<file path="src/rtl/sram_arbiter_2p.sv">
// rtl/sram_arbiter_2p.sv - two-port round-robin arbiter and access sequencer for sram_1Mx8
module sram_arbiter_2p #(
   parameter int ADDR_WIDTH    = 20,
   parameter int DATA_WIDTH    = 8,
   parameter int ACCESS_CYCLES = 4
) (
   input  logic                  i_clk,
   input  logic                  i_n_reset,
   input  logic                  i_req0,
   input  logic                  i_req1,
   input  logic                  i_we0,
   input  logic                  i_we1,
   input  logic [ADDR_WIDTH-1:0] i_addr0,
   input  logic [ADDR_WIDTH-1:0] i_addr1,
   input  logic [DATA_WIDTH-1:0] i_wdata0,
   input  logic [DATA_WIDTH-1:0] i_wdata1,
   output logic                  o_gnt0,
   output logic                  o_gnt1,
   output logic                  o_done0,
   output logic                  o_done1,
   output logic [DATA_WIDTH-1:0] o_rdata0,
   output logic [DATA_WIDTH-1:0] o_rdata1,
   output logic                  o_s_write,
   output logic [ADDR_WIDTH-1:0] o_s_addr,
   output logic [DATA_WIDTH-1:0] o_s_data,
   input  logic [DATA_WIDTH-1:0] i_s_data
);

   typedef enum logic [1:0] {S_IDLE, S_ACCESS, S_DONE} state_t;

   localparam logic [3:0] LAST_COUNT = 4'(ACCESS_CYCLES - 1);

   state_t                r_state, w_state_nxt;
   logic [3:0]            r_count, w_count_nxt;
   logic                  r_pref, w_pref_nxt;   // port favoured on a tie
   logic                  r_port, w_port_nxt;   // owner of the current access
   logic                  r_gnt0, r_gnt1, r_done0, r_done1;
   logic                  w_gnt0, w_gnt1, w_done0, w_done1;
   logic [DATA_WIDTH-1:0] r_rdata0, r_rdata1, w_rdata0, w_rdata1;
   logic                  r_s_write, w_s_write;
   logic [ADDR_WIDTH-1:0] r_s_addr, w_s_addr;
   logic [DATA_WIDTH-1:0] r_s_data, w_s_data;
   logic                  w_win;

   assign w_win = (i_req0 && i_req1) ? r_pref : i_req1;

   always_comb begin
      w_state_nxt = r_state;
      w_count_nxt = r_count;
      w_pref_nxt  = r_pref;
      w_port_nxt  = r_port;
      w_gnt0      = 1'b0;
      w_gnt1      = 1'b0;
      w_done0     = 1'b0;
      w_done1     = 1'b0;
      w_rdata0    = r_rdata0;
      w_rdata1    = r_rdata1;
      w_s_write   = r_s_write;
      w_s_addr    = r_s_addr;
      w_s_data    = r_s_data;
      case (r_state)
         S_IDLE: begin
            w_s_write = 1'b0;
            if (i_req0 || i_req1) begin
               w_state_nxt = S_ACCESS;
               w_count_nxt = 4'd0;
               w_port_nxt  = w_win;
               w_pref_nxt  = ~w_win;
               w_gnt0      = ~w_win;
               w_gnt1      = w_win;
               w_s_write   = w_win ? i_we1    : i_we0;
               w_s_addr    = w_win ? i_addr1  : i_addr0;
               w_s_data    = w_win ? i_wdata1 : i_wdata0;
            end
         end
         S_ACCESS: begin
            w_count_nxt = r_count + 4'd1;
            if (r_count == LAST_COUNT) begin
               if (!r_s_write) begin
                  if (r_port) w_rdata1 = i_s_data;
                  else        w_rdata0 = i_s_data;
               end
               w_state_nxt = S_DONE;
               w_s_write   = 1'b0;
               w_done0     = ~r_port;
               w_done1     = r_port;
            end
         end
         S_DONE:  w_state_nxt = S_IDLE;
         default: w_state_nxt = S_IDLE;
      endcase
   end

   always_ff @(posedge i_clk or negedge i_n_reset) begin
      if (!i_n_reset) begin
         r_state   <= S_IDLE;
         r_count   <= 4'd0;
         r_pref    <= 1'b0;
         r_port    <= 1'b0;
         r_gnt0    <= 1'b0;
         r_gnt1    <= 1'b0;
         r_done0   <= 1'b0;
         r_done1   <= 1'b0;
         r_rdata0  <= '0;
         r_rdata1  <= '0;
         r_s_write <= 1'b0;
         r_s_addr  <= '0;
         r_s_data  <= '0;
      end else begin
         r_state   <= w_state_nxt;
         r_count   <= w_count_nxt;
         r_pref    <= w_pref_nxt;
         r_port    <= w_port_nxt;
         r_gnt0    <= w_gnt0;
         r_gnt1    <= w_gnt1;
         r_done0   <= w_done0;
         r_done1   <= w_done1;
         r_rdata0  <= w_rdata0;
         r_rdata1  <= w_rdata1;
         r_s_write <= w_s_write;
         r_s_addr  <= w_s_addr;
         r_s_data  <= w_s_data;
      end
   end

   assign o_gnt0    = r_gnt0;
   assign o_gnt1    = r_gnt1;
   assign o_done0   = r_done0;
   assign o_done1   = r_done1;
   assign o_rdata0  = r_rdata0;
   assign o_rdata1  = r_rdata1;
   assign o_s_write = r_s_write;
   assign o_s_addr  = r_s_addr;
   assign o_s_data  = r_s_data;

endmodule

</file>
<file path="config.mk">
export PLATFORM = sky130hd
export DESIGN_NAME = sram_arbiter_2p
export DESIGN_NICKNAME = d
export VERILOG_FILES = /design/src/rtl/sram_arbiter_2p.sv
export SDC_FILE = /design/constraint.sdc
export NUM_CORES = 1
export LEC_CHECK = 0
export ABC_AREA = 1
export CAP_MARGIN = 20
export CELL_PAD_IN_SITES_DETAIL_PLACEMENT = 0
export CELL_PAD_IN_SITES_GLOBAL_PLACEMENT = 1
export CORE_MARGIN = 5
export CORE_UTILIZATION = 32
export CTS_BUF_LIST = sky130_fd_sc_hd__clkbuf_16
export DETAILED_ROUTE_END_ITERATION = 6
export GPL_TIMING_DRIVEN = 0
export PLACE_DENSITY = 0.93
export SLEW_MARGIN = 10
export SYNTH_ARGS = -nofsm -noshare
export SYNTH_HDL_FRONTEND = slang
export SYNTH_SLANG_ARGS = --single-unit
</file>
<file path="constraint.sdc">
create_clock -name i_clk -period 2.6 [get_ports i_clk]
set_input_delay 0.26 -clock i_clk [delete_from_list [all_inputs] [get_ports i_clk]]
set_output_delay 0.26 -clock i_clk [all_outputs]
set_load 0.03 [all_outputs]
</file>
# After elaboration in Yosys (flattened, before gate mapping)
# Cells that the tools add are included.
[word_totals]
output_inout_bits = 49
regBits = 57
[classes]
eq_ne = 4
n_reduce_logical = 10
addsub = 1
bitwise = 3
mux = 20
[op_table]
columns = ["op", "count"]
rows = [
  ["$mux 20", 1],
  ["$mux 1", 12],
  ["$mux 8", 1],
  ["$pmux 4 s2", 1],
  ["$reduce_and 2->1", 4],
  ["$reduce_and 4->1", 2],
  ["$add 4x1->4 const B", 1],
  ["$eq 4x2->1 const B", 1],
  ["$mux 2", 2],
  ["$mux 4", 1],
  ["$ne 2x2->1 const B", 2],
  ["$pmux 2 s2", 1],
  ["$not 1->1", 3],
  ["$eq 2x1->1 const B", 1],
  ["$logic_not 2->1", 1],
  ["$pmux 1 s2", 1],
  ["$reduce_bool 2->1", 1],
  ["$logic_and 1x1->1", 1],
  ["$logic_or 1x1->1", 1],
]

# Logic depth before layout (Yosys ltp)
# Gate-level depths: netlist (run 1).
[logic_depth]
ltp_word = 5
mapped_depth = 8
depth_no_buf = 6

# Worst setup path after synthesis (run 1)
# Ideal clock, no wire load.
[synth_timing]
kind = "reg2reg"
from = "register r_count[0]"
to = "register r_s_write (netlist: o_s_write)"
path_stages_with_launch = 8
t_arrival_ns = 1.121
setup_ns = 0.117
period_less_slack_ns = 1.238
t_required_ns = 2.483
slack_ns = 1.362
cell_sequence = "dfrtp_1 -> ha_1 -> nand2_1 -> nor2_1 -> buf_2 -> nand2_1 -> nand2_1 -> nand2_1"
[synth_between]
elab_chain_len = 3
[synth_lines]
columns = ["item", "line", "source"]
rows = [
  ["start, declared", "34", "logic [3:0] r_count, w_count_nxt;"],
  ["start signal, assigned", "111", "r_count <= w_count_nxt;"],
  ["$eq 4x2->1", "78", "if (r_count == LAST_COUNT) begin"],
  ["$ne 2x2->1 (no source line)", "--", ""],
  ["$reduce_and 2->1 (no source line)", "--", ""],
  ["end signal, assigned", "120", "r_s_write <= w_s_write;"],
  ["end, declared", "40", "logic r_s_write, w_s_write;"],
]
# No other way between the ends.
# A chain may end at the register's enable or synchronous reset.

# Final worst setup path (run 1)
[layout_timing]
from = "register r_s_addr[0] (netlist: o_s_addr[0])"
to = "output o_s_addr[0]"
[layout_lines]
columns = ["item", "line", "source"]
rows = [
  ["start, declared", "41", "logic [ADDR_WIDTH-1:0] r_s_addr, w_s_addr;"],
  ["start signal, assigned", "121", "r_s_addr <= w_s_addr;"],
  ["end, declared", "24", "output logic [ADDR_WIDTH-1:0] o_s_addr,"],
]
# No word-level cell between the ends.

==> out/metrics.cfg, run 1 <==
[status]
status=complete, but fails checks
violations=negative hold slack

[timing]
clock_skew_ns=0.00502
slew_headroom=0.534
worst_pin_slew_ns=0.699
rsz0062_at_grt=no
setup_ws_ns=0.949
fin_crit_ns=1.65
clock.fmax_ghz=0.606
whs_ns=-0.00544
hold_viol_final=2
setup_viol=0
min_period_over_period=0.635
slew_violations=0

[floorplan]
dieArea_mm2=0.0106
ios=119
rows=34
die_w_um=103
initial_core_util=0.323
fp.dieH_um=103
coreArea_mm2=0.00859

[setup_path]
end_kind=output port
r2r_setup_slack_ns=1.14
worstReg2RegEnd=o_s_write
cp.required_ns=2.34
r2r_cells=7
path_cells=clkdlybuf4s50_1
reg2reg_from=r_count[0]
cp_top_family=buffers and inverters
worstPathBufferInverterCount=1
cp_slowest_cell=clkdlybuf4s50_1
worstPathArrival_ns=1.39
worstSetupStartpointType=register
worstSetupPathType=register to output port
cpPeakStageDelay_ns=0.70
crit_fanout=2

[flow_run]
max-cap-violations=0

[logic_synthesis]
synth_most_common_cell=nand2_1
ys_types=18
ys_warn_count=0
synth_top_area_share=0.514
synth_area_leader_cell=dfrtp_1
synth_edf_count=0
syn-cell-area_mm2=0.00278
synthCells=347
synth_fp_nets=418
synthTopCellsByCount=nand2_1 (132), dfrtp_1 (57), inv_1 (37)
synth-seq-area-share=0.514
synthTopCellsByArea=dfrtp_1 (51%), nand2_1 (18%), nand3b_1 (7.8%)
synth_ff_type=dfrtp_1
ys_ff_latch=57
synth-async-reset-ratio=1.00
avgSynthCellArea_um2=8.00

[placement]
dpl-instance-area_mm2=0.00409
gp_congestion=0.778
pre_cts_slack_ns=0.887
dp_hpwl_mm=5.83
io_buffer_count=118

[pwr]
switching_share=0.430
power_density_mw_per_mm2=1220
p_comb_frac=0.513
p_total_w=0.00532
power_frac_clock=0.191
p_leak_nw=2.11
cell_internal_pwr_w=0.00304
vdd_ir_drop_max_v=0.000577
p_sw_w=0.00229
pwr-share-seq=0.296

[global_route]
grt_use_total=0.154
grt_pass1_vias=2762
grt_max_degree=58
grt_pass1_wl_mm=12.6
overflow=0
antenna_found_initial=0

[clock_network]
cts_buffer_depth=2
postCtsSetupBuffers=0
cts_hold_buf=0
cts_buffers=9
htreeDepth=3
clk_latency_ns=0.32
cts-root-buf=clkbuf_16
cts_resized=0
tritoncts=yes
cts_sinks=57
clk_pin_slew_ns=0.05

[detailed_routing]
wl_met2_mm=3.73
drt-initial-drc-count=67
wl_met3_um=697
drtAntennaViolNets=0
vias=2687
dr.pass1.iters=4
wl_per_cell_um=13.1
top_layer=met4
routed_wl_mm=7.71
drc=0
via_per_inst=4.56
met1Wirelength_mm=3.17

[cells_and_area]
layout.nets=547
final_area_mm2=0.00435
area_growth_pct=56.8
drive_gt1_frac=0.0748
diodes=0

[min_path]
hold_class=primary input to async pin

-- layer usage --
layer	GRT usage	up-vias
met1	0.181	1225
met4	0.0618	0
met3	0.0555	10
li1	-	1351
met5	0	-
met2	0.256	101
-- how the worst max path moves through the flow --
stage / end / startpoint / slack, ns / depth (start not counted)
floorplan: o_s_write / r_count[0] / 1.36 / 7
global placement: o_s_data[2] / i_n_reset / -0.49 / 1
detailed placement: o_s_write / i_req0 / 0.89 / 7
CTS: o_s_write / o_s_write / 0.93 / 1
global route: o_s_write / o_s_write / 0.89 / 1
finish: o_s_addr[0] / o_s_addr[0] / 0.95 / 1
-- cell usage in the layout (no fill, tap or decap) --
cell type        netlist  layout
nand3b_1              29      29
buf_2                  9       9
nand4_1                8       8
inv_1                 37      38
clkbuf_1               2       2
nand3_1               35      35
clkinvlp_4             0       3
buf_4                  5       6
o21ai_0               13      13
nand3_2                1       1
nor2_1                 9       9
nor2_2                 1       1
dfrtp_1               57      57
clkinv_1               0       2
clkdlybuf4s50_1        0     117
clkinv_2               0       1
nor2_4                 1       1
inv_2                  3       3
nand2_1              132     132
a21oi_1                2       2
clkbuf_16              0       9
buf_6                  2       2
ha_1                   1       1
-- stage by stage --
stage	util	instances	TNS, ns	hold slack (ns)
2_1_floorplan	-	347	0	-0.0356
3_3_place_gp	0.476	573	-27.69	0.433
3_5_place_dp	0.476	573	0	0.363
4_1_cts	0.507	589	0	0.0185
5_1_grt	0.507	589	0	0.0688
6_report	0.507	589	0	-0.00544
-- worst reg2reg max path: cells and delay by family (launching register included) --
family,cells,cell delay (ns)
adder cells (fa/ha/maj),1,0.21
buffers and inverters,1,0.23
flip-flops,1,0.39
AND/OR/NAND/NOR,5,0.51
-- flip-flops by register name, indices dropped and copies added, names as in the netlist --
name / flops
o_s_write: 1
r_pref: 1
r_port: 1
o_rdata1: 8
o_s_data: 8
r_count: 4
o_s_addr: 20
o_gnt0: 1
r_state: 2
o_rdata0: 8
o_done1: 1
o_gnt1: 1
o_done0: 1
-- cell type report --
type | instances | area (um2)
multi-input combinational | 232 | 1090
timing repair buffer | 118 | 1180
clock buffer | 9 | 225
fill | 824 | 4240
buffer | 18 | 113
sequential | 57 | 1430
inverter | 40 | 150
tap | 108 | 135
clock inverter | 7 | 38.8
-- power groups by stage --
stage          clock network, W  registers, W  logic [W]
2_1_floorplan                 0       0.00227   0.000896
3_3_place_gp                  0       0.00157    0.00271
3_5_place_dp                  0       0.00158    0.00277
4_1_cts                 0.00104       0.00158    0.00277
5_1_grt                 0.00109       0.00163    0.00297
6_report                0.00102       0.00157    0.00273
-- kinds of logic (layout without fill, tap and decap cells) --
family | after synthesis | in the layout | synth area share
AND/OR/NAND/NOR | 216 | 216 | 0.360
buffers and inverters | 58 | 192 | 0.0946
flip-flops | 57 | 57 | 0.514
AO/OA/AOI/OAI | 15 | 15 | 0.0270
adder cells (fa/ha/maj) | 1 | 1 | 0.00451
(Power assumes the default switching activity.)
==> run 2: changes to the inputs <==
Settings changed: CORE_UTILIZATION 32 to 27, PLACE_DENSITY 0.93 to 0.85.
Clock period 2.6 ns to 1.5 ns, I/O delays scaled along.
==> out/metrics.cfg, run 2 (same netlist as run 1, synthesis figures left out) <==
[detailed_routing]
drtAntennaViolNets=0  ; unchanged
vias=2688  ; +0.037%
drt-initial-drc-count=77  ; +15%
wl_per_cell_um=13.0  ; -0.56%
drc=0  ; unchanged
dr.pass1.iters=4  ; unchanged
via_per_inst=4.36  ; -4.5%
routed_wl_mm=8.03  ; +4.2%

[cells_and_area]
diodes=0  ; unchanged
fin_cells=617  ; +4.8%
area_growth_pct=60.1
layout.nets=548  ; +0.18%
drive_gt1_frac=0.0811  ; +0.00624
layout_common_cells=nand2_1 (132), clkdlybuf4s50_1 (70), dfrtp_1 (57)
largest_reg_flops=20  ; unchanged
multi_input_area_mm2=0.00109  ; +0.23%
seq_area_mm2=0.00143  ; unchanged
final_common_cell=nand2_1
fillers=1053  ; +28%

[clock_network]
tritoncts=yes
cts_buffer_depth=2  ; unchanged
cts_sinks=57  ; unchanged
htreeDepth=3  ; unchanged
clk_pin_slew_ns=0.05  ; about the same
cts-root-buf=clkbuf_16
clk_latency_ns=0.32  ; about the same
cts_buffers=9  ; unchanged

[timing]
whs_ns=0.422  ; +0.427 ns
clock.fmax_ghz=0.684
fin_crit_ns=1.46
worst_pin_slew_ns=0.729  ; +0.0305 ns
slew_violations=0  ; unchanged
min_period_over_period=0.975
setup_viol=0  ; unchanged
setup_ws_ns=0.0371  ; -0.911 ns
slew_headroom=0.514  ; -0.0203
clock_skew_ns=0.00700  ; +0.00198 ns
rsz0062_at_grt=yes
hold_viol_final=0  ; -2

[pwr]
vdd_ir_drop_max_v=0.000737  ; +28%
power_density_mw_per_mm2=2080  ; +70%
switching_share=0.429  ; -0.000584
p_comb_frac=0.480  ; -0.033
p_leak_nw=2.36  ; +12%
power_frac_clock=0.228  ; +0.037
cell_internal_pwr_w=0.00527  ; +74%
pwr-share-seq=0.291  ; -0.005
p_sw_w=0.00396  ; +73%

[setup_path]
end_kind=output port
worstSetupPathType=register to output port
worstPathArrival_ns=1.31  ; -0.08 ns
crit_fanout=1  ; -1
r2r_setup_slack_ns=0.13  ; -1.01 ns
worstSetupStartpointType=register
cpPeakStageDelay_ns=0.67  ; -0.03 ns
cp_top_family=buffers and inverters
path_cells=clkdlybuf4s50_1
reg2reg_from=r_count[0]
worstPathBufferInverterCount=1  ; unchanged
worstReg2RegEnd=o_rdata0[5]
r2r_cells=5  ; -2
cp_slowest_cell=clkdlybuf4s50_1
cp.required_ns=1.35  ; -0.99 ns

[floorplan]
rows=37  ; +8.8%
fp.dieH_um=111  ; +8.0%
die_w_um=111  ; +8.0%
dieArea_mm2=0.0124  ; +17%
ios=119  ; unchanged
coreArea_mm2=0.0102  ; +19%
initial_core_util=0.273  ; -0.0505

[global_route]
grt_max_degree=58  ; unchanged
grt_pass1_vias=2801  ; +1.4%
overflow=0  ; unchanged
grt_use_total=0.130  ; -0.0243
grt_pass1_wl_mm=13.2  ; +4.7%
antenna_found_initial=0  ; unchanged

[placement]
place_inst=601  ; +4.9%
pre_cts_slack_ns=-0.120  ; -1.01 ns
io_buffer_count=118  ; unchanged
dp_hpwl_mm=5.95  ; +2.2%
gp_congestion=0.755  ; -2.9%

[status]
status=complete, no violations

[min_path]
hold_class=primary input to async pin

[flow_run]
max-cap-violations=0  ; unchanged

run 2: cell count changes in the layout (fill, tap and decap cells not counted), moves of 2 or more:
cell / before / now
clkinvlp_4: 3 / 1
dlymetal6s2s_1: 0 / 14
clkdlybuf4s50_1: 117 / 70
dlygate4sd2_1: 0 / 33
bufinv_16: 0 / 2
clkinv_1: 2 / 0
run 2: metal layers:
layer / routed length, um / track usage
met3: 518 / 0.0440
met2: 3660 / 0.210
met4: 87 / 0.0389
met5: 0 / 0
met1: 3770 / 0.165
run 2: what timing repair did:
action                                 CTS  global route
pin swaps                                0             0
cloned                                   0             0
setup endpoints to repair               33            22
endpoints found under the hold margin   57             0
buffers inserted                         0             0
resized for setup                       33            19
hold buffers                             1             0
run 2: how the worst max path moves through the flow:
stage	from	cells past startpoint	slack, ns	endpoint
3_5_place_dp	i_req0	7	-0.12	o_s_write
3_3_place_gp	i_n_reset	1	-1.56	o_s_addr[2]
4_1_cts	o_rdata0[3]	1	0.0003	o_rdata0[3]
5_1_grt	r_count[0]	5	-0.006	o_rdata0[6]
2_1_floorplan	r_count[0]	7	0.26	o_s_write
6_report	o_done0	1	0.04	o_done0
run 2: power by group through the flow:
stage               Clock [W]  Combinational [W]  Sequential, W
floorplan                   0            0.00155        0.00394
global placement            0            0.00475        0.00272
detailed placement          0            0.00482        0.00273
CTS                   0.00218            0.00451        0.00271
global route          0.00226            0.00484        0.00278
finish                0.00211            0.00443        0.00269
run 2: final cells by class:
cell class,count,area share
buffer,18,0.0262
clock buffer,9,0.0507
clock inverter,6,0.0191
inverter,40,0.0338
multi-input combinational,232,0.245
sequential,57,0.321
tap,136,0.0383
timing repair buffer,119,0.266
run 2: metrics by stage:
| stage | util | TNS (ns) | power, W | area [um2] |
|---|---|---|---|---|
| after CTS | 0.432 | 0 | 0.00939 | 4400 |
| final | 0.436 | 0 | 0.00923 | 4450 |
| after detailed placement | 0.405 | -1.11 | 0.00754 | 4130 |
| after global routing | 0.436 | -0.0105 | 0.00988 | 4450 |
| after floorplan | - | 0 | 0.00550 | 2780 |
| after global placement | 0.405 | -89.40 | 0.00747 | 4130 |
